<file path="src/rtl/sim_ctrl.sv">
// Test-harness controller: sequences the core reset, counts run cycles and
// watches the data-memory write bus for a tohost store (pass/fail/timeout).
module sim_ctrl #(
  parameter int                    ADDR_WIDTH   = 32,
  parameter int                    DATA_WIDTH   = 32,
  parameter int                    CNT_WIDTH    = 32,
  parameter int                    RESET_CYCLES = 4,
  parameter int                    MAX_CYCLES   = 1000,
  parameter logic [ADDR_WIDTH-1:0] TOHOST_ADDR  = 32'h0000_1000,
  parameter int                    HOLD_ON_DONE = 1
) (
  input  logic                  clk,
  input  logic                  resetn,
  input  logic                  restart,
  input  logic                  mem_we,
  input  logic [ADDR_WIDTH-1:0] mem_addr,
  input  logic [DATA_WIDTH-1:0] mem_wdata,
  output logic                  core_resetn,
  output logic                  running,
  output logic                  done,
  output logic                  pass,
  output logic                  fail,
  output logic                  timeout,
  output logic [DATA_WIDTH-2:0] exit_code,
  output logic [CNT_WIDTH-1:0]  cycles
);

  typedef enum logic [1:0] {
    ST_RESET,
    ST_RUN,
    ST_DONE
  } state_t;

  localparam logic [7:0]           RST_LAST   = 8'(RESET_CYCLES - 1);
  localparam logic [CNT_WIDTH-1:0] CYC_LAST   = CNT_WIDTH'(MAX_CYCLES - 1);
  localparam logic [CNT_WIDTH-1:0] CYC_MAX    = CNT_WIDTH'(MAX_CYCLES);
  localparam logic                 TIMEOUT_EN = (MAX_CYCLES != 0);
  localparam logic                 DONE_CORE  = (HOLD_ON_DONE == 0);

  state_t     state_reg;
  logic [7:0] rst_cnt_reg;
  logic       hit;
  logic       expire;

  // Only odd tohost values terminate; even values are ordinary stores.
  assign hit    = mem_we && (mem_addr == TOHOST_ADDR) && mem_wdata[0];
  assign expire = TIMEOUT_EN && (cycles == CYC_LAST);

  always_ff @(posedge clk or negedge resetn) begin
    if (!resetn) begin
      state_reg   <= ST_RESET;
      rst_cnt_reg <= '0;
      core_resetn <= 1'b0;
      running     <= 1'b0;
      done        <= 1'b0;
      pass        <= 1'b0;
      fail        <= 1'b0;
      timeout     <= 1'b0;
      exit_code   <= '0;
      cycles      <= '0;
    end else begin
      case (state_reg)
        ST_RESET: begin
          if (rst_cnt_reg == RST_LAST) begin
            state_reg   <= ST_RUN;
            rst_cnt_reg <= '0;
            core_resetn <= 1'b1;
            running     <= 1'b1;
          end else begin
            rst_cnt_reg <= rst_cnt_reg + 8'd1;
          end
        end

        ST_RUN: begin
          if (hit) begin
            state_reg   <= ST_DONE;
            running     <= 1'b0;
            done        <= 1'b1;
            exit_code   <= mem_wdata[DATA_WIDTH-1:1];
            core_resetn <= DONE_CORE;
            if (mem_wdata == DATA_WIDTH'(1)) pass <= 1'b1;
            else                             fail <= 1'b1;
          end else if (expire) begin
            state_reg   <= ST_DONE;
            running     <= 1'b0;
            done        <= 1'b1;
            timeout     <= 1'b1;
            cycles      <= CYC_MAX;
            core_resetn <= DONE_CORE;
          end else if (cycles != '1) begin
            cycles <= cycles + CNT_WIDTH'(1);
          end
        end

        ST_DONE: begin
          if (restart) begin
            state_reg   <= ST_RESET;
            rst_cnt_reg <= '0;
            core_resetn <= 1'b0;
            done        <= 1'b0;
            pass        <= 1'b0;
            fail        <= 1'b0;
            timeout     <= 1'b0;
            exit_code   <= '0;
            cycles      <= '0;
          end
        end

        default: state_reg <= ST_RESET;
      endcase
    end
  end

endmodule

</file>
<file path="config.mk">
export PLATFORM = sky130hd
export DESIGN_NAME = sim_ctrl
export DESIGN_NICKNAME = d
export VERILOG_FILES = /design/src/rtl/sim_ctrl.sv
export SDC_FILE = /design/constraint.sdc
export NUM_CORES = 1
export LEC_CHECK = 0
export BUFFER_PORTS_ARGS = -buffer_cell sky130_fd_sc_hd__buf_2
export CORE_MARGIN = 1
export CORE_UTILIZATION = 52
export CTS_CLUSTER_SIZE = 30
export DETAILED_ROUTE_END_ITERATION = 16
export MAX_ROUTING_LAYER = met4
export PLACE_DENSITY = 0.85
export REMOVE_ABC_BUFFERS = 1
export SYNTH_ARGS = -nofsm -noshare
export SYNTH_HDL_FRONTEND = slang
export SYNTH_SLANG_ARGS = --single-unit
</file>
<file path="constraint.sdc">
create_clock -name clk -period 3.2 [get_ports clk]
set_clock_uncertainty 0.15 [all_clocks]
set_input_delay 0.48 -clock clk [delete_from_list [all_inputs] [get_ports clk]]
set_output_delay 0.48 -clock clk [all_outputs]
set_load 0.02 [all_outputs]
</file>
==> results.json <==
{
  "path_cells": "inv_1, ha_1, inv_2, nor2_1, a21boi_1, buf_4, a41oi_1, a31oi_1",
  "die_height_um": 96.2,
  "ys_types": 63,
  "arrival_ns": 2.87,
  "place_ws_ns": 0.510,
  "fp-row-count": 34,
  "via_per_inst": 6.69,
  "worst_pin_slew_ns": 1.00,
  "fin_cells": 725,
  "power_density_mw_per_mm2": 798,
  "cts.sinks": 79,
  "io_pins": 137,
  "grt_max_degree": 80,
  "status": "completed",
  "hold_viol": 0,
  "crit_family": "compound AO/OA/AOI/OAI gates",
  "cts_buffers": 9,
  "grt_pass1_vias": 4275,
  "fin_area_sq_mm": 0.00562,
  "diodes": 0,
  "hold_class": "in -> async",
  "finalCriticalPeriod_ns": 2.75,
  "synth_ff_type": "dfrtp_1",
  "clkPwrFrac_pct": 17.5,
  "tritoncts": "yes",
  "multi_input_area_sq_mm": 0.00246,
  "port_buffers": 136,
  "grt_overflow_total": 0,
  "register_area_sq_mm": 0.00198,
  "crit_fanout": 15,
  "period_share_pct": 85.9,
  "htreeDepth": 3,
  "ys_ff_latch": 79,
  "postPlaceCellArea_sq_mm": 0.00541,
  "yosysWarnings": 0,
  "vias": 4849,
  "intPower_mw": 2.52,
  "r2r-start": "state_reg[1]",
  "critPathMaxStageDelay_ns": 0.74,
  "postSynth.asyncResetShare_pct": 100,
  "ctsResizeCount": 0,
  "place_congestion": 0.928,
  "route.antenna.remaining_nets": 0,
  "core_area_sq_mm": 0.00864,
  "final_common_cell": "buf_2",
  "crit_required_ns": 3.32,
  "fill_cells": 698,
  "grtUsageMet2_pct": 47.6,
  "pwr-share-seq_pct": 34.1,
  "drc": 0,
  "synth_cells": 483,
  "yosys.area.top_type_share_pct": 42.8,
  "p_sw_share_pct": 43.9,
  "placed_cells": 709,
  "dieArea_sq_mm": 0.00925,
  "switchingPower_mw": 1.97,
  "cts_root_buf": "clkbuf_8",
  "initial_core_util_pct": 53.4,
  "worstSetupEndpointType": "flop",
  "cts_buffer_depth": 2,
  "routedWlPerCell_um": 18.9,
  "nets": 685,
  "crit_path_start": "state_reg[1]",
  "grt_usage_pct": 30.9,
  "syn_area_sq_mm": 0.00461,
  "detailed_place_hpwl_um": 9620,
  "holdBufCountCts": 0,
  "ys_top_cells_by_area": "dfrtp_1 43%, nand4_1 6.1%, a21bo_2 5.4%, a31oi_1 3.9%, nor4_1 2.7%",
  "cp-start-kind": "flop",
  "p_leak_nw": 2.70,
  "syn_avg_cell_area_sq_um": 9.55,
  "ys_seq_area_share_pct": 42.8,
  "comb_power_share_pct": 48.3,
  "clk_pin_slew_ns": 0.08,
  "insertion_delay_ns": 0.35,
  "routed_wl_um": 13700,
  "max_slew_margin_pct": 33.2,
  "drv_slew": 0,
  "post_cts_buffers": 0,
  "finalPower_mw": 4.49,
  "drive_above_1_share_pct": 32.7,
  "ir_drop_v": 0.000304,
  "rsz0062_at_grt": "no",
  "setup_viol": 0,
  "cap_viol_max_count": 0,
  "largest_reg_flops": 32,
  "grt.busiest_layer": "met2",
  "met1_usage_pct": 39.9,
  "crit_type": "reg -> reg",
  "slowest_stage": "a21boi_1",
  "antenna_found_initial": 0,
  "crit_buf_inv": 3,
  "drt_iter0_markers": 435,
  "synth_edf_count": 0,
  "drt_first_pass_iters": 5,
  "hold_ws_ns": 0.150,
  "yosys.area.top_type": "dfrtp_1",
  "met3_usage_pct": 5.61,
  "clock.fmax_mhz": 364,
  "areaGrowthSynthToFinish_pct": 21.8,
  "die_w_um": 96.2,
  "fin_ws_ns": 0.451,
  "grt_pass1_wl_um": 21300,
  "layout_common_cells": "135 x buf_2, 79 x dfrtp_1, 45 x nand4_1, 30 x nand2_1, 29 x a31oi_1"
}
## path summary, 6_finish.rpt
| kind | depth (start not counted) | end | slack, ns |
|---|---|---|---|
| setup / recovery | 8 | cycles[29] | 0.45 |
| hold / removal | 1 | exit_code[5] | 0.15 |
| setup reg to reg | 8 | cycles[29] | 0.45 |
| hold reg to reg | 1 | exit_code[27] | 0.33 |
| max in group asynchronous | 1 | cycles[10] | 2.11 |
| min in group clk | 1 | exit_code[27] | 0.33 |
## cell usage after synthesis (4+ instances only)
cell / instances
a21bo_1: 6
a21bo_2: 25
a21o_1: 4
a21oi_1: 7
a31oi_1: 29
a41oi_1: 12
and3_1: 11
and4_1: 11
buf_2: 7
clkbuf_1: 20
dfrtp_1: 79
ha_1: 5
inv_1: 13
nand2_1: 30
nand2b_1: 7
nand3_1: 23
nand4_1: 45
nor2_1: 18
nor3_1: 12
nor4_1: 20
nor4b_1: 4
o211ai_1: 8
o21ai_0: 20
o21ai_1: 5
or3_1: 4
## per-stage QoR
stage          util (%)  setup TNS [ns]
5_1_grt            65.1               0
6_report           65.1               0
3_3_place_gp       62.6               0
4_1_cts            65.1               0
2_1_floorplan         -           -7.80
3_5_place_dp       62.6               0
## logic make-up after synthesis
kind of cell,synth area share [%]
adder cells (fa/ha/maj),1.36
multiplexers,0.678
AND/OR/NAND/NOR,27.0
XOR/XNOR,0.380
AO/OA/AOI/OAI,23.8
buffers and inverters,4.04
flip-flops,42.8
## worst register-to-register path: cells and delay by family, from the launching register on
kind | cells | cell delay [ns]
AO/OA/AOI/OAI | 3 | 1.04
adder cells (fa/ha/maj) | 1 | 0.19
buffers and inverters | 3 | 0.55
flip-flops | 1 | 0.39
AND/OR/NAND/NOR | 1 | 0.35
## power by group through the flow
stage | registers, mW | logic, mW | clock network [mW]
floorplan | 1.80 | 1.12 | 0
global placement | 1.52 | 2.09 | 0
detailed placement | 1.54 | 2.15 | 0
CTS | 1.52 | 2.16 | 0.795
global route | 1.57 | 2.38 | 0.837
finish | 1.53 | 2.17 | 0.787
## per-layer routing
metal / vias up / wire, um
met5: - / 0
met4: 0 / 332
met3: 31 / 1400
met2: 326 / 6410
met1: 2316 / 5550
li1: 2176 / -
## layout make-up
cell class / count / area share [%]
multi-input combinational: 359 / 43.9
sequential: 79 / 35.2
timing repair buffer: 149 / 13.9
clock buffer: 14 / 3.07
tap: 108 / 2.40
inverter: 14 / 0.935
clock inverter: 2 / 0.668
Note: power is estimated with default switching activity, not from simulation.
